$ cat config.mk
export PLATFORM = sky130hd
export DESIGN_NAME = enc_input_cond
export DESIGN_NICKNAME = d
export VERILOG_FILES = /design/src/rtl/enc_input_cond_pkg.sv /design/src/rtl/enc_input_cond_line_filter.sv /design/src/rtl/enc_input_cond.sv
export SDC_FILE = /design/constraint.sdc
export NUM_CORES = 1
export LEC_CHECK = 0
export CAP_MARGIN = 10
export CORE_MARGIN = 2
export CORE_UTILIZATION = 50
export DETAILED_ROUTE_END_ITERATION = 8
export DONT_BUFFER_PORTS = 1
export HOLD_SLACK_MARGIN = 0.05
export PLACE_DENSITY_LB_ADDON = 0.1
export SLEW_MARGIN = 20
export SYNTH_ARGS = -nofsm -noshare
export SYNTH_HDL_FRONTEND = slang
export SYNTH_SLANG_ARGS = --single-unit
$ cat constraint.sdc
create_clock -name sysclk -period 3.1 [get_ports sysclk]
set_input_delay 0.93 -clock sysclk [delete_from_list [all_inputs] [get_ports sysclk]]
set_output_delay 0.93 -clock sysclk [all_outputs]
set_load 0.03 [all_outputs]
$ cat src/rtl/enc_input_cond_pkg.sv
// Shared constants, state encodings and helpers for the encoder input conditioner.
package enc_input_cond_pkg;

  localparam int unsigned NUM_CHANNELS = 2;

  // Register map: [15:12] block select, [7:4] channel, [3:0] offset
  localparam logic [3:0] ADDR_MAIN    = 4'h2;
  localparam logic [3:0] OFF_ENC_STAT = 4'h8;
  localparam logic [3:0] OFF_ENC_FILT = 4'h9;

  localparam int unsigned GLITCH_W  = 16;
  localparam int unsigned ILLEGAL_W = 8;

  // Start-up sequencer states
  localparam logic [1:0] S_INIT = 2'd0;
  localparam logic [1:0] S_LOAD = 2'd1;
  localparam logic [1:0] S_RUN  = 2'd2;

  typedef struct packed {
    logic                 sticky;
    logic [ILLEGAL_W-1:0] illegal_cnt;
    logic [GLITCH_W-1:0]  glitch_cnt;
  } enc_stat_t;

  // Saturating add of a 0..3 increment to a glitch counter
  function automatic logic [GLITCH_W-1:0] sat_add_glitch(input logic [GLITCH_W-1:0] base,
                                                          input logic [1:0]          inc);
    logic [GLITCH_W:0] sum;
    sum = {1'b0, base} + {{(GLITCH_W-1){1'b0}}, inc};
    return sum[GLITCH_W] ? '1 : sum[GLITCH_W-1:0];
  endfunction

endpackage

$ cat src/rtl/enc_input_cond_line_filter.sv
// One encoder line: 2-FF synchroniser followed by a persistence filter.
// upd/glitch flag what the filter does on the coming edge so the parent can
// account for events on that same edge.
module enc_line_filter
  import enc_input_cond_pkg::*;
#(
  parameter int unsigned FILT_W = 4
) (
  input  logic              sysclk,
  input  logic              reset,
  input  logic              raw,
  input  logic              load,
  input  logic              run,
  input  logic [FILT_W-1:0] filt_len,
  output logic              filt,
  output logic              upd,
  output logic              glitch
);

  logic              sync1;
  logic              sync2;
  logic [FILT_W-1:0] cnt;

  assign upd    = run && (sync2 != filt) && (cnt >= filt_len);
  assign glitch = run && (sync2 == filt) && (cnt != '0);

  // Two-stage synchroniser for the asynchronous raw line
  always_ff @(posedge sysclk or posedge reset) begin
    if (reset) begin
      sync1 <= 1'b0;
      sync2 <= 1'b0;
    end else begin
      sync1 <= raw;
      sync2 <= sync1;
    end
  end

  // Persistence counter: accept a new level only after it has held for filt_len edges
  always_ff @(posedge sysclk or posedge reset) begin
    if (reset) begin
      filt <= 1'b0;
      cnt  <= '0;
    end else if (load) begin
      filt <= sync2;
      cnt  <= '0;
    end else if (run) begin
      if (sync2 != filt) begin
        if (cnt >= filt_len) begin
          filt <= sync2;
          cnt  <= '0;
        end else begin
          cnt <= cnt + 1'b1;
        end
      end else begin
        cnt <= '0;
      end
    end
  end

endmodule

$ cat src/rtl/enc_input_cond.sv
// Encoder input conditioner: start-up sequencer, per-line filters, illegal
// A/B transition detection, saturating status counters and register access.
module enc_input_cond
  import enc_input_cond_pkg::*;
#(
  parameter int unsigned       NUM_CH       = NUM_CHANNELS,
  parameter int unsigned       FILT_W       = 4,
  parameter logic [FILT_W-1:0] FILT_DEFAULT = FILT_W'(7)
) (
  input  logic          sysclk,
  input  logic          reset,
  input  logic [1:NUM_CH] enc_a_raw,
  input  logic [1:NUM_CH] enc_b_raw,
  output logic [1:NUM_CH] enc_a_filt,
  output logic [1:NUM_CH] enc_b_filt,
  output logic [1:NUM_CH] enc_err,
  input  logic [15:0]   reg_raddr,
  input  logic [15:0]   reg_waddr,
  output logic [31:0]   reg_rdata,
  input  logic [31:0]   reg_wdata,
  input  logic          reg_wen
);

  logic [1:0]        state;
  logic              init_cnt;
  logic              load;
  logic              run;
  logic [FILT_W-1:0] filt_len;
  logic              w_main;
  logic              stat_wr;
  logic              filt_wr;
  enc_stat_t         stat [1:NUM_CH];
  logic              unused_ok;

  assign load = (state == S_LOAD);
  assign run  = (state == S_RUN);

  assign w_main  = reg_wen && (reg_waddr[15:12] == ADDR_MAIN);
  assign stat_wr = w_main && (reg_waddr[3:0] == OFF_ENC_STAT);
  assign filt_wr = w_main && (reg_waddr[3:0] == OFF_ENC_FILT) && (reg_waddr[7:4] == 4'h0);

  assign unused_ok = ^{reg_raddr[11:8], reg_waddr[11:8], reg_wdata[31:FILT_W]};

  // Start-up: two cycles for the synchronisers to fill, one cycle to preload filters
  always_ff @(posedge sysclk or posedge reset) begin
    if (reset) begin
      state    <= S_INIT;
      init_cnt <= 1'b0;
    end else begin
      case (state)
        S_INIT: begin
          init_cnt <= 1'b1;
          if (init_cnt) state <= S_LOAD;
        end
        S_LOAD:  state <= S_RUN;
        default: state <= S_RUN;
      endcase
    end
  end

  // Filter length register, shared by every line
  always_ff @(posedge sysclk or posedge reset) begin
    if (reset) filt_len <= FILT_DEFAULT;
    else if (filt_wr) filt_len <= reg_wdata[FILT_W-1:0];
  end

  for (genvar ch = 1; ch <= NUM_CH; ch++) begin : g_ch
    logic      upd_a, upd_b, gl_a, gl_b;
    logic      illegal, clr, err_q;
    enc_stat_t stat_q, stat_nxt;

    enc_line_filter #(.FILT_W(FILT_W)) u_filt_a (
      .sysclk   (sysclk),
      .reset    (reset),
      .raw      (enc_a_raw[ch]),
      .load     (load),
      .run      (run),
      .filt_len (filt_len),
      .filt     (enc_a_filt[ch]),
      .upd      (upd_a),
      .glitch   (gl_a)
    );

    enc_line_filter #(.FILT_W(FILT_W)) u_filt_b (
      .sysclk   (sysclk),
      .reset    (reset),
      .raw      (enc_b_raw[ch]),
      .load     (load),
      .run      (run),
      .filt_len (filt_len),
      .filt     (enc_b_filt[ch]),
      .upd      (upd_b),
      .glitch   (gl_b)
    );

    assign illegal = upd_a && upd_b;
    assign clr     = stat_wr && (reg_waddr[7:4] == 4'(ch)) && reg_wdata[0];

    // Clear zeroes the base value first so an event on the same edge is still counted
    always_comb begin
      stat_nxt = clr ? '0 : stat_q;
      stat_nxt.glitch_cnt = sat_add_glitch(stat_nxt.glitch_cnt, {1'b0, gl_a} + {1'b0, gl_b});
      if (illegal) begin
        stat_nxt.sticky = 1'b1;
        if (stat_nxt.illegal_cnt != '1) stat_nxt.illegal_cnt = stat_nxt.illegal_cnt + 1'b1;
      end
    end

    // Status counters and one-cycle illegal-transition strobe
    always_ff @(posedge sysclk or posedge reset) begin
      if (reset) begin
        stat_q <= '0;
        err_q  <= 1'b0;
      end else begin
        stat_q <= stat_nxt;
        err_q  <= illegal;
      end
    end

    assign enc_err[ch] = err_q;
    assign stat[ch]    = stat_q;
  end

  // Combinational register read decode
  always_comb begin
    reg_rdata = '0;
    if (reg_raddr[15:12] == ADDR_MAIN) begin
      if ((reg_raddr[3:0] == OFF_ENC_FILT) && (reg_raddr[7:4] == 4'h0)) begin
        reg_rdata = 32'(filt_len);
      end else if (reg_raddr[3:0] == OFF_ENC_STAT) begin
        for (int unsigned ch = 1; ch <= NUM_CH; ch++) begin
          if (reg_raddr[7:4] == 4'(ch))
            reg_rdata = {stat[ch].sticky, 7'b0, stat[ch].illegal_cnt, stat[ch].glitch_cnt};
        end
      end
    end
  end

endmodule

### Word level (Yosys, flattened, before mapping)

Cells that the tools add are included.

| cells by class | value |
|---|---|
| add/subtract/negate cells | 10 |
| $mul | 0 |
| div/mod/pow operators | 0 |
| magnitude comparators | 4 |
| equality and inequality tests | 23 |
| shift-type cells | 0 |
| multiplexer cells | 47 |
| bitwise logic cells | 0 |
| reduce and logical (&&, ||, !) cells | 49 |

Operators with widths:

| operator | number |
|---|---|
| two-way mux 32 bit | 5 |
| two-way mux 4 bit | 16 |
| two-way mux 25 bit | 2 |
| adder 16 x 2 -> 17 bit | 2 |
| two-way mux 16 bit | 2 |
| logical AND 1 bit | 27 |
| nonzero test 2 bit | 11 |
| two-way mux 9 bit | 2 |
| adder 4 x 1 -> 4 bit, second input constant | 4 |
| adder 8 x 1 -> 8 bit, second input constant | 2 |
| == test 4 x 2 -> 1 bit, second input constant | 4 |
| == test 4 bit, second input constant | 4 |
| greater-or-equal comparator 4 bit | 4 |
| two-way mux 1 bit | 16 |
| two-way mux 8 bit | 2 |
| != test 8 bit, second input constant | 2 |
| nonzero test 4 bit | 4 |
| AND reduction 3 bit | 4 |
| == test 4 x 1 -> 1 bit, second input constant | 2 |
| logical NOT 4 bit | 2 |
| adder 1 x 1 -> 2 bit | 2 |
| == test 1 bit | 4 |
| two-way mux 2 bit | 2 |
| != test 1 bit | 4 |
| 4 further kinds | 4 |

| storage, ports and cells | value |
|---|---|
| register bits | 87 |
| bits in latches | 0 |
| RAM bits | 0 |
| ROM bits | 0 |
| word-level logic and storage cells | 160 |
| memories | 0 |

### Depth between registers and ports, before layout

Gate-level depths: netlist of the first run.

| logic depth | value |
|---|---|
| depth after elaboration | 9 |
| mapped depth | 12 |
| depth with buffers taken out | 11 |

### Cells and area by module

Synthesis of the first run repeated with hierarchy kept, for this count alone.

| unflattened totals | value |
|---|---|
| cells, all modules | 584 |
| area total of the unflattened synthesis | 5505.3 µm² |

By module, submodules not included:

| module | instances | cells an instance | area an instance (µm²) |
|---|---|---|---|
| enc_input_cond | 1 | 384 | 3523.4 |
| enc_line_filter | 4 | 50 | 495.5 |

### Least setup slack after synthesis of the first run

OpenSTA, ideal clock, no wires.

| timing | value |
|---|---|
| path kind | input to register |
| from | in reg_waddr[12] |
| to | reg g_ch[2].stat_q[15] in the netlist's numbering |
| setup time | 151 ps |
| data arrival time | 3594 ps |
| required time | 2949 ps |
| path slack | -645 ps |
| stages on the path | 11 |
| cells stage by stage | or4b_4 -> or4_1 -> buf_2 -> buf_6 -> and2_1 -> fa_1 -> ha_1 -> inv_1 -> nor3_1 -> nor4bb_1 -> nor3_1 |

RTL lines:

| element | line | text |
|---|---|---|
| start, declared | enc_input_cond.sv:18 | `input logic [15:0] reg_waddr,` |
| end signal, assigned | enc_input_cond.sv:115 | `stat_q <= stat_nxt;` |
| end, declared | enc_input_cond.sv:70 | `enc_stat_t stat_q, stat_nxt;` |

### Worst setup path after layout of the first run

| timing | value |
|---|---|
| from | in reg_raddr[12] |
| to | out reg_rdata[31] |

| between the ends | value |
|---|---|
| word-level cells in the longest chain between the ends | 2 |

Ends and longest elaborated chain:

| element | line | text |
|---|---|---|
| start, declared | enc_input_cond.sv:17 | `input logic [15:0] reg_raddr,` |
| == test 4 x 2 -> 1 bit | enc_input_cond.sv:127 | `if (reg_raddr[15:12] == ADDR_MAIN) begin` |
| two-way mux 32 bit | enc_input_cond.sv:127 |  |
| end, declared | enc_input_cond.sv:19 | `output logic [31:0] reg_rdata,` |

No other way between the ends.

==> results.env, run 1 <==
CLOCK-ROOT-BUFFER='sky130_fd_sc_hd__clkbuf_8'
TIMING.SLEW.HEADROOM_PCT=36.7
POST-PLACE-WS_NS=-0.275
ROUTABILITYCONGESTION=0.909
FINAL.SETUP.TNS_NS=0
FINAL_PERIOD_MINUS_WORST_SETUP_SLACK_NS=3.04
R2R-START='state[0]'
FIRST_ITER_VIOLATIONS=212
POWER_DENSITY_OVER_THE_CELLS_mW_PER_MM2=389
DRT-PASS1-ITER-COUNT=5
PATH_CLK_SLEW_NS=0.10
CRITICAL_PATH.MAX_FANOUT=11
VIAS_PER_CELL=5.83
TOTAL_POWER_mW=2.44
LAYOUT.CELLS.MOST_COMMON_LIST='sky130_fd_sc_hd__dfrtp_1, sky130_fd_sc_hd__buf_4, sky130_fd_sc_hd__nor2_1'
FLOORPLAN.CORE_AREA_MM2=0.0103
GLOBALROUTEOVERFLOWTOTAL=0
END_KIND='output port'
CTSLONGESTPATHBUFFERS=2
CTS_TREE='done'
RUN_STATUS='finished clean'
TIMING.MAX_CAP.VIOLATIONS=0
WORST-R2R-SETUP-SLACK_NS=0.33
GRT.TOTAL_USAGE_PCT=23.7
YOSYS_WARNINGS=0
NETLIST.TOP_CELL.BY_AREA='sky130_fd_sc_hd__dfrtp_1'
SYN_INST=564
ANTENNA_FOUND_INITIAL=0
YS_TOP_CELLS_BY_AREA='sky130_fd_sc_hd__dfrtp_1, sky130_fd_sc_hd__ha_1, sky130_fd_sc_hd__nor2_1'
INSERTION_DELAY_NS=0.38
DRIVE_GT1_SHARE_PCT=22.5
DIE_WIDTH_UM=106
WORST_SETUP_PATH_START_KIND='primary input'
HALF_PERIMETER_WIRE_LENGTH_AFTER_PLACEMENT_UM=9430
GRT_MAX_DEGREE=88
NUMBER_OF_ANTENNA_DIODES=0
TIMING.FMAX_MHz=329
HOLD_VIOL_FINAL=0
STARTING_DENSITY_PCT=51.1
SYNTH.YOSYS.SEQ_AREA_SHARE_PCT=41.5
CP-ENDPOINT='reg_rdata[31]'
VDD_DROP_MAX_mV=0.290
POSTLAYOUTCOREUTIL_PCT=61.0
REG2REG_TO='g_ch[2].stat_q[3]'
DIE_H_UM=106
SYNTHESIS.AREA_PER_INSTANCE_UM2=9.31
CRIT_REQUIRED_NS=2.17
SLEW_AT_THE_PIN_CLOSEST_TO_ITS_MAX_SLEW_LIMIT_NS=0.942
MIN_PERIOD_OVER_PERIOD_PCT=97.9
SYN_AREA_MM2=0.00525
YOSYS.CELL_TYPES.COUNT=59
WORST_CLOCK_SKEW_NS=0.0159
LAYOUT.NETS=716
FINAL_COMMON_CELL='sky130_fd_sc_hd__dfrtp_1'
POST_SYNTH_EDFFS=0
ROWS=37
PLACED_CELL_COUNT=737
FINAL_SETUP_VIOLS=0
AVGROUTEDWIREPERCELL_UM=17.0
GRT_PASS1_VIAS=4355
CTS.SINKS=87
DIEAREA_MM2=0.0113
CRITICAL_PATH.STARTPOINT='reg_raddr[12]'
FINAL_CELLS=753
FF2FF_PATH_DEPTH=10
WORST-SETUP-PATH-TYPE='in2out'
YOSYSTOPAREACELLSHARE_PCT=40.0
DETAILROUTE.VIA_COUNT=4391
ASYNCSETRESETFLOPFRACSYNTH_PCT=100
CP_DATA_ARRIVAL_TIME_NS=2.11
POSTCTSHOLDBUFS=0
NUMCTSBUFFERS=9
DETAIL-ROUTE-ANTENNA-NETS=0
SETUP_WS_NS=0.0639
AREA_GROWTH_PCT=19.3
PORT-BUFFER-COUNT=0
SYNTH_SEQ_CELLS=87
HTREEDEPTH=3
POWER.STATIC_LEAKAGE_nW=2.66
FINAL.FILL_COUNT=873
SYNTH_FLOP_CELL='sky130_fd_sc_hd__dfrtp_1'
DRCVIOLATIONCOUNT=0
WIRE_LENGTH_OF_THE_FIRST_GLOBAL_ROUTING_PASS_UM=21500
ROUTED_WIRELENGTH_UM=12800
SLEW_VIOL_FINAL=0
HP-CLASS='reg2reg'
MIN_FROM='g_ch[2].u_filt_a.sync1'
DESIGN.PORTCOUNT=109
-- per-layer routing --
| layer | vias up | track usage, % | part of all wire, % |
|---|---|---|---|
| met3 | 17 | 3.92 | 3.8 |
| met5 | - | 0 | 0 |
| met4 | 0 | 7.42 | 1.6 |
| met1 | 2161 | 31.3 | 45 |
| li1 | 2118 | - | - |
| met2 | 95 | 40.1 | 50 |
-- worst min path at each step --
stage / to / depth (start not counted)
floorplan: g_ch[1].u_filt_a.sync2 / 0
global route: g_ch[1].u_filt_b.sync2 / 0
finish: g_ch[2].u_filt_a.sync2 / 0
CTS: g_ch[2].u_filt_a.sync2 / 0
detailed placement: g_ch[2].u_filt_a.sync2 / 0
global placement: g_ch[2].u_filt_a.sync2 / 0
-- synthesized netlist by cell type (all sizes together), types with 8 or more instances --
cell	number
mux2	8
mux2i	10
nor4	9
a22oi	25
a21o	8
a21oi	20
dfrtp	84
nand2b	10
nand3	27
nand2	34
inv	31
nor2	66
o22ai	9
buf	18
ha	31
nand4	9
nor3	11
clkbuf	12
o21ai	28
xnor2	15
a31oi	14
and3	10
-- stage by stage --
step | hold slack [ns] | cell area, um^2
after floorplan | 0.331 | 5560
final | 0.357 | 6270
after detailed placement | 0.337 | 6050
after global routing | 0.366 | 6270
after CTS | 0.360 | 6240
after global placement | 0.332 | 6050
-- layout make-up --
| cell class | count | area [um^2] | area share (%) |
|---|---|---|---|
| clock buffer | 10 | 128 | 2.04 |
| sequential | 87 | 2180 | 34.8 |
| inverter | 31 | 123 | 1.96 |
| tap | 136 | 170 | 2.72 |
| timing repair buffer | 61 | 541 | 8.62 |
| multi-input combinational | 422 | 3070 | 49.1 |
| clock inverter | 6 | 51.3 | 0.819 |
-- critical path: stages --
cell and delay, ns:
sky130_fd_sc_hd__nor4b_4 0.26, sky130_fd_sc_hd__nand3_2 0.13, sky130_fd_sc_hd__or2_4 0.32, sky130_fd_sc_hd__buf_12 0.19, sky130_fd_sc_hd__nor2_1 0.11, sky130_fd_sc_hd__buf_4 0.16
-- registers in the layout, indices dropped and copies added (netlist names) --
signal               count
g_ch.u_filt_a.filt       2
state                    2
filt_len                 4
g_ch.u_filt_a.sync1      2
g_ch.u_filt_a.cnt        8
g_ch.u_filt_b.sync1      2
g_ch.u_filt_b.sync2      2
g_ch.stat_q             50
g_ch.u_filt_b.filt       2
g_ch.u_filt_a.sync2      2
init_cnt                 1
g_ch.err_q               2
g_ch.u_filt_b.cnt        8
-- cells by family after synthesis --
| logic type | count (synthesis) | synth area share, % |
|---|---|---|
| AND/OR/NAND/NOR | 211 | 21.1 |
| multiplexers | 18 | 3.62 |
| adder cells (fa/ha/maj) | 33 | 8.15 |
| flip-flops | 87 | 41.5 |
| XOR/XNOR | 21 | 3.50 |
| other | 1 | 0.0714 |
| buffers and inverters | 61 | 5.53 |
| AO/OA/AOI/OAI | 132 | 16.5 |
-- report_power, final --
group | switching (mW) | total, mW | internal [mW]
logic | 0.192 | 0.367 | 0.175
registers | 0.0984 | 1.30 | 1.21
clock network | 0.462 | 0.768 | 0.306
total | 0.752 | 2.44 | 1.69
-- timing repair --
item	4_1_cts	5_1_grt
pin swaps	2	2
buffers inserted	0	0
resized for setup	3	5
endpoints found under the setup margin	25	5
(Power assumes the default switching activity.)
==> inputs of run 2 (changes only) <==
--- a/config.mk
+++ b/config.mk
@@ -11,7 +11,7 @@
 export DETAILED_ROUTE_END_ITERATION = 8
 export DONT_BUFFER_PORTS = 1
 export HOLD_SLACK_MARGIN = 0.05
-export PLACE_DENSITY_LB_ADDON = 0.1
+export PLACE_DENSITY = 0.68
 export SLEW_MARGIN = 20
 export SYNTH_ARGS = -nofsm -noshare
 export SYNTH_HDL_FRONTEND = slang
==> results.env, run 2 (synthesis gave the netlist of run 1 again) <==
FINAL_SETUP_VIOLS=4  # was 0
LARGEST_REGISTER_FF_COUNT=50  # unchanged
REGMOSTFLOPS='g_ch.stat_q'  # unchanged
CTS.SINKS=87  # unchanged
GRT_MAX_DEGREE=88  # unchanged
MIN_PATH_CELLS=0  # unchanged
HTREEDEPTH=3  # unchanged
POSTPLACECELLAREA_MM2=0.00593  # was 0.00605 mm^2
POWER.SHARE.CLOCK_PCT=33.1  # was 31.5%
DESIGN_AREA_FINAL_MM2=0.00618  # was 0.00627 mm^2
INSERTION_DELAY_NS=0.36  # was 0.38 ns
CP_DATA_ARRIVAL_TIME_NS=2.21  # was 2.11 ns
TIMING.SLEW.HEADROOM_PCT=35.3  # was 36.7%
DIE_WIDTH_UM=106  # unchanged
COMBINATIONALPOWERSHARE_PCT=14.1  # was 15.0%
VIAS_PER_CELL=5.89  # was 5.83
P_INT_mW=1.75  # was 1.69 mW
PATH_CLK_SLEW_NS=0.09  # was 0.10 ns
WORST_CLOCK_SKEW_NS=0.00792  # was 0.0159 ns
FIRST_ITER_VIOLATIONS=224  # was 212
NUMBER_OF_ANTENNA_DIODES=0  # unchanged
POWER_DENSITY_OVER_THE_CELLS_mW_PER_MM2=400  # was 389 mW/mm^2
GLOBALROUTEOVERFLOWTOTAL=0  # unchanged
DRIVE_GT1_SHARE_PCT=21.4  # was 22.5%
WORST_SETUP_PATH_START_KIND='primary input'  # unchanged
TIMING.MAX_CAP.VIOLATIONS=0  # unchanged
DETAILROUTE.VIA_COUNT=4362  # was 4391
END_KIND='output port'  # unchanged
CRITICAL_PATH_DEPTH_IN_CELLS=7  # was 6
SLEW_VIOL_FINAL=0  # unchanged
WIRE_LENGTH_OF_THE_FIRST_GLOBAL_ROUTING_PASS_UM=20700  # was 21500 um
FINAL_COMMON_CELL='sky130_fd_sc_hd__dfrtp_1'  # unchanged
GRT_SETUP_UNREPAIRED='true'
MIN_PERIOD_OVER_PERIOD_PCT=101  # was 97.9%
NUMCTSBUFFERS=9  # unchanged
DETAIL-ROUTE-ANTENNA-NETS=0  # unchanged
ROWS=37  # unchanged
AREA_GROWTH_PCT=17.7  # was 19.3%
FAMILY_WITH_THE_MOST_DELAY_ON_THE_WORST_PATH='simple AND/OR/NAND/NOR gates'  # unchanged
STARTING_DENSITY_PCT=51.1  # unchanged
DIEAREA_MM2=0.0113  # unchanged
DRCVIOLATIONCOUNT=0  # unchanged
FINAL_CELLS=740  # was 753
GRT_PASS1_VIAS=4359  # was 4355
HALF_PERIMETER_WIRE_LENGTH_AFTER_PLACEMENT_UM=9440  # was 9430 um
FLOORPLAN.CORE_AREA_MM2=0.0103  # unchanged
PORT-BUFFER-COUNT=0  # unchanged
SETUP_WS_NS=-0.0374  # was 0.0639 ns
DESIGN.PORTCOUNT=109  # unchanged
LAYOUT_TOP_REGISTERS='g_ch.stat_q (50), g_ch.u_filt_a.cnt (8), g_ch.u_filt_b.cnt (8)'  # unchanged
CRITICAL_PATH.MAX_FANOUT=4  # was 11
CTSLONGESTPATHBUFFERS=2  # unchanged
SW_SHARE_PCT=29.4  # was 30.8%
SWITCHING_POWER_mW=0.726  # was 0.752 mW
PLACED_CELL_COUNT=724  # was 737
LAYOUT.CELLS.MOST_COMMON_LIST='sky130_fd_sc_hd__dfrtp_1, sky130_fd_sc_hd__nor2_1, sky130_fd_sc_hd__buf_4'  # was sky130_fd_sc_hd__dfrtp_1, sky130_fd_sc_hd__buf_4, sky130_fd_sc_hd__nor2_1
CTS_TREE='done'  # unchanged
DRT-PASS1-ITER-COUNT=5  # unchanged
TIMING.FMAX_MHz=319  # was 329 MHz
CLOCK-ROOT-BUFFER='sky130_fd_sc_hd__clkbuf_8'  # unchanged
WORST-SETUP-PATH-TYPE='in2out'  # unchanged
HP-CLASS='reg2reg'  # unchanged
FF2FF_PATH_DEPTH=10  # unchanged
CPPEAKSTAGEDELAY_NS=0.33  # was 0.32 ns
RUN_STATUS='complete, but fails checks'  # was finished clean
SEQUENTIAL_GROUP_SHARE_OF_TOTAL_POWER_PCT=52.8  # was 53.5%
ANTENNA_FOUND_INITIAL=0  # unchanged
VDD_DROP_MAX_mV=0.341  # was 0.290 mV
DIE_H_UM=106  # unchanged
LAYOUT.NETS=703  # was 716
AVGROUTEDWIREPERCELL_UM=17.0  # about the same
FINAL.FILL_COUNT=871  # was 873
ROUTED_WIRELENGTH_UM=12600  # was 12800 um
GRT.TOTAL_USAGE_PCT=23.1  # was 23.7%
FAILED_CHECKS='setup timing'
SLEW_AT_THE_PIN_CLOSEST_TO_ITS_MAX_SLEW_LIMIT_NS=0.962  # was 0.942 ns
POWER.STATIC_LEAKAGE_nW=2.59  # was 2.66 nW
WORSTPATHCELLLIST='nor4b_4 -> nand3_2 -> nor4bb_2 -> buf_4 -> nand2_1 -> o21ai_2 -> buf_6'  # was nor4b_4 -> nand3_2 -> or2_4 -> buf_12 -> nor2_1 -> buf_4
FINAL_PERIOD_MINUS_WORST_SETUP_SLACK_NS=3.14  # was 3.04 ns
HOLD_VIOL_FINAL=0  # unchanged
CRITPATHBUFINV=2  # unchanged
CPMAXSTAGEDELAYCELL='sky130_fd_sc_hd__nor4bb_2'  # was sky130_fd_sc_hd__or2_4
ROUTABILITYCONGESTION=0.878  # was 0.909
CRIT_REQUIRED_NS=2.17  # about the same
==> run 2: cell types whose count changed in the layout (fill, tap and decap cells not counted), sizes merged <==
cell / delta
buf: -13
clkinv: -1
clkinvlp: +1
bufinv: +1
clkbuf: -1
==> run 2: through the flow <==
step           TNS, ns  util [%]  total power [mW]  worst slack (ns)  hold WS [ns]
2_1_floorplan    -6.85         -              1.58            -0.380         0.331
3_3_place_gp     -7.49      57.7              1.65            -0.217         0.335
3_5_place_dp    -10.12      57.7              1.67            -0.273         0.340
4_1_cts              0      60.0              2.49            0.0183         0.362
5_1_grt         -0.265      60.1              2.59           -0.0692         0.363
6_report       -0.0981      60.1              2.47           -0.0374         0.358
==> run 2: final cells by class <==
class                   instances  area (um^2)  area share, %
clock buffers                   9          124           2.00
multi-input cells             422         3080           49.8
repair buffers                 48          425           6.88
well taps                     136          170           2.75
inverters                      31          123           1.98
flip-flops and latches         87         2180           35.3
clock inverters                 7         77.6           1.26
==> run 2: power groups by stage <==
stage          sequential, mW  combinational, mW  clock, mW
4_1_cts                  1.30              0.349      0.835
5_1_grt                  1.32              0.389      0.881
3_5_place_dp             1.33              0.346          0
2_1_floorplan            1.29              0.297          0
6_report                 1.31              0.347      0.818
3_3_place_gp             1.32              0.330          0
==> run 2: timing repair <==
action / CTS / global route
setup buffers: 0 / 0
hold buffers: 0 / 0
resized for setup: 8 / 4
pin swaps: 2 / 1
setup endpoints to repair: 25 / 5
==> run 2: final timing paths <==
kind	from	to	slack, ns
min reg2reg	g_ch[2].u_filt_a.sync1	g_ch[2].u_filt_a.sync2	0.36
min in group asynchronous	reset	g_ch[1].stat_q[19]	0.55
max reg2reg	state[0]	g_ch[2].stat_q[5]	0.38
min	g_ch[2].u_filt_a.sync1	g_ch[2].u_filt_a.sync2	0.36
max	reg_raddr[12]	reg_rdata[1]	-0.04
max in group asynchronous	reset	filt_len[2]	2.13
==> run 2: metal layers <==
metal	vias to the layer above	GRT usage, %	share of wire, %
li1	2087	-	-
met1	2154	29.0	43
met2	104	39.8	50
met3	17	4.78	4.5
met4	0	7.51	1.9
met5	-	0	0
==> inputs of run 3 (changes only) <==
==> constraint.sdc (replaced) <==
create_clock -name sysclk -period 2.7 [get_ports sysclk]
set_input_delay 0.81 -clock sysclk [delete_from_list [all_inputs] [get_ports sysclk]]
set_output_delay 0.81 -clock sysclk [all_outputs]
set_load 0.03 [all_outputs]
==> results.env, run 3 (synthesis gave the netlist of run 1 again) <==
DETAIL-ROUTE-ANTENNA-NETS=0  # unchanged
DESIGN_AREA_FINAL_MM2=0.00664  # was 0.00618 mm^2
POWER_DENSITY_OVER_THE_CELLS_mW_PER_MM2=461  # was 400 mW/mm^2
FF2FF_PATH_DEPTH=10  # unchanged
REGMOSTFLOPS='g_ch.stat_q'  # unchanged
DRIVE_GT1_SHARE_PCT=28.8  # was 21.4%
WORST-SETUP-PATH-TYPE='in2reg'  # was in2out
DETAILROUTE.VIA_COUNT=4474  # was 4362
LAYOUT.AREA.SEQ_MM2=0.00218  # unchanged
ROWS=37  # unchanged
FAMILY_WITH_THE_MOST_DELAY_ON_THE_WORST_PATH='simple AND/OR/NAND/NOR gates'  # unchanged
GRT_SETUP_UNREPAIRED='true'  # unchanged
AVGROUTEDWIREPERCELL_UM=17.5  # was 17.0 um
PATH_CLK_SLEW_NS=0.09  # about the same
LAYOUT.CELLS.MOST_COMMON_LIST='sky130_fd_sc_hd__dfrtp_1, sky130_fd_sc_hd__buf_4, sky130_fd_sc_hd__nor2_1'  # was sky130_fd_sc_hd__dfrtp_1, sky130_fd_sc_hd__nor2_1, sky130_fd_sc_hd__buf_4
DRT-PASS1-ITER-COUNT=5  # unchanged
FINAL.FILL_COUNT=832  # was 871
POSTPLACECELLAREA_MM2=0.00605  # was 0.00593 mm^2
TIMING.SLEW.HEADROOM_PCT=59.6  # was 35.3%
CLOCK-ROOT-BUFFER='sky130_fd_sc_hd__clkbuf_8'  # unchanged
DIE_WIDTH_UM=106  # unchanged
MULTI_INPUT_COMB_AREA_MM2=0.00333  # was 0.00308 mm^2
FAILED_CHECKS='setup timing'  # unchanged
CRITPATHBUFINV=1  # was 2
ANTENNA_FOUND_INITIAL=0  # unchanged
LAYOUT_TOP_REGISTERS='g_ch.stat_q (50), g_ch.u_filt_a.cnt (8), g_ch.u_filt_b.cnt (8)'  # unchanged
TIMING.FMAX_MHz=350
DIEAREA_MM2=0.0113  # unchanged
FLOORPLAN.CORE_AREA_MM2=0.0103  # unchanged
VIAS_PER_CELL=5.90  # was 5.89
CRITICAL_PATH.MAX_FANOUT=5  # was 4
CRIT_REQUIRED_NS=2.95  # was 2.17 ns
FIRST_ITER_VIOLATIONS=195  # was 224
GRT.TOTAL_USAGE_PCT=23.9  # was 23.1%
STARTING_DENSITY_PCT=51.1  # unchanged
CRITICAL_PATH_DEPTH_IN_CELLS=9  # was 7
WORST_SETUP_PATH_START_KIND='primary input'  # unchanged
WORSTPATHCELLLIST='or4bb_4 -> or4_4 -> and2_4 -> fa_2 -> ha_4 -> inv_4 -> nor3_4 -> nor4bb_1 -> nor3_1'  # was nor4b_4 -> nand3_2 -> nor4bb_2 -> buf_4 -> nand2_1 -> o21ai_2 -> buf_6
SLEW_AT_THE_PIN_CLOSEST_TO_ITS_MAX_SLEW_LIMIT_NS=0.601  # was 0.962 ns
VDD_DROP_MAX_mV=0.381  # was 0.341 mV
CPMAXSTAGEDELAYCELL='sky130_fd_sc_hd__or4bb_4'  # was sky130_fd_sc_hd__nor4bb_2
MIN_PERIOD_OVER_PERIOD_PCT=106
SLEW_VIOL_FINAL=0  # unchanged
GRT_MAX_DEGREE=88  # unchanged
FINAL.SETUP.TNS_NS=-1.98  # was -0.0981 ns
WORST_CLOCK_SKEW_NS=0.00962  # was 0.00792 ns
NUMBER_OF_ANTENNA_DIODES=0  # unchanged
ROUTABILITYCONGESTION=0.886  # was 0.878
PORT-BUFFER-COUNT=0  # unchanged
HP-CLASS='reg2reg'  # unchanged
LARGEST_REGISTER_FF_COUNT=50  # unchanged
DRCVIOLATIONCOUNT=0  # unchanged
INSERTION_DELAY_NS=0.37  # was 0.36 ns
MIN_PATH_CELLS=0  # unchanged
POSTCTSHOLDBUFS=0  # unchanged
CPPEAKSTAGEDELAY_NS=0.52  # was 0.33 ns
POWER.STATIC_LEAKAGE_nW=2.75  # was 2.59 nW
TIMING.MAX_CAP.VIOLATIONS=0  # unchanged
NUMCTSBUFFERS=9  # unchanged
CTS.SINKS=87  # unchanged
HOLD_VIOL_FINAL=0  # unchanged
SETUP_WS_NS=-0.154  # was -0.0374 ns
ROUTED_WIRELENGTH_UM=13300  # was 12600 um
FINAL_SETUP_VIOLS=32  # was 4
LAYOUT.NETS=721  # was 703
GLOBALROUTEOVERFLOWTOTAL=0  # unchanged
AREA_GROWTH_PCT=26.4  # was 17.7%
END_KIND='register'  # was output port
FINAL_PERIOD_MINUS_WORST_SETUP_SLACK_NS=2.85
DESIGN.PORTCOUNT=109  # unchanged
WIRE_LENGTH_OF_THE_FIRST_GLOBAL_ROUTING_PASS_UM=21200  # was 20700 um
FINAL_COMMON_CELL='sky130_fd_sc_hd__dfrtp_1'  # unchanged
DIE_H_UM=106  # unchanged
GRT_PASS1_VIAS=4347  # was 4359
CTSLONGESTPATHBUFFERS=2  # unchanged
RUN_STATUS='complete, but fails checks'  # unchanged
HTREEDEPTH=3  # unchanged
HALF_PERIMETER_WIRE_LENGTH_AFTER_PLACEMENT_UM=9510  # was 9440 um
CP_DATA_ARRIVAL_TIME_NS=3.10  # was 2.21 ns
CTS_TREE='done'  # unchanged
## run 3: cell count changes in the layout (fill, tap and decap cells not counted), moves of 5 or more
cell                      previous run  this run
sky130_fd_sc_hd__o21ai_4             0         5
sky130_fd_sc_hd__nor2_1             46        41
sky130_fd_sc_hd__buf_4              40        53
sky130_fd_sc_hd__o21ai_2             5         0
## run 3: report_power, final
group	internal, mW	total (mW)	switching, mW	leakage, nW
clock network	0.532	1.04	0.506	0.111
logic	0.250	0.514	0.264	1.51
registers	1.38	1.50	0.119	1.13
## run 3: worst paths after layout
| path | endpoint | slack [ns] | startpoint |
|---|---|---|---|
| max reg2reg | g_ch[2].stat_q[11] | 0.11 | g_ch[2].u_filt_b.filt |
| max in group asynchronous | filt_len[2] | 1.88 | reset |
| min reg2reg | g_ch[2].u_filt_a.sync2 | 0.36 | g_ch[2].u_filt_a.sync1 |
| min in group asynchronous | g_ch[1].stat_q[18] | 0.42 | reset |
| min | g_ch[2].u_filt_a.sync2 | 0.36 | g_ch[2].u_filt_a.sync1 |
| max | g_ch[2].stat_q[15] | -0.15 | reg_waddr[4] |
## run 3: routing by layer
metal | track usage, % | vias to the layer above | part of all wire (%)
met5 | 0 | - | 0
met4 | 9.00 | 0 | 2.1
met3 | 4.29 | 18 | 3.6
met2 | 40.6 | 106 | 52
met1 | 30.4 | 2226 | 42
li1 | - | 2124 | -
## run 3: stage by stage
step | total power [mW] | instances | utilization (%) | setup slack [ns] | hold WS (ns)
after floorplan | 1.82 | 570 | - | -0.660 | 0.331
after global placement | 1.93 | 729 | 58.8 | -0.484 | 0.333
after detailed placement | 1.95 | 729 | 58.8 | -0.507 | 0.335
after CTS | 3.00 | 747 | 61.7 | -0.109 | 0.357
after global routing | 3.21 | 758 | 64.6 | -0.188 | 0.363
final | 3.06 | 758 | 64.6 | -0.154 | 0.355
## run 3: area by class of cell
cell class	instances	area share, %
tap	136	2.56
clock inverter	7	1.55
timing repair buffer	66	9.11
clock buffer	9	1.87
inverter	31	1.85
multi-input combinational	422	50.2
sequential	87	32.9
## run 3: repair_timing
item                                    4_1_cts  5_1_grt
endpoints found under the setup margin       36       70
pin swaps                                     9       33
resized for setup                            12       50
setup buffers                                 2       11
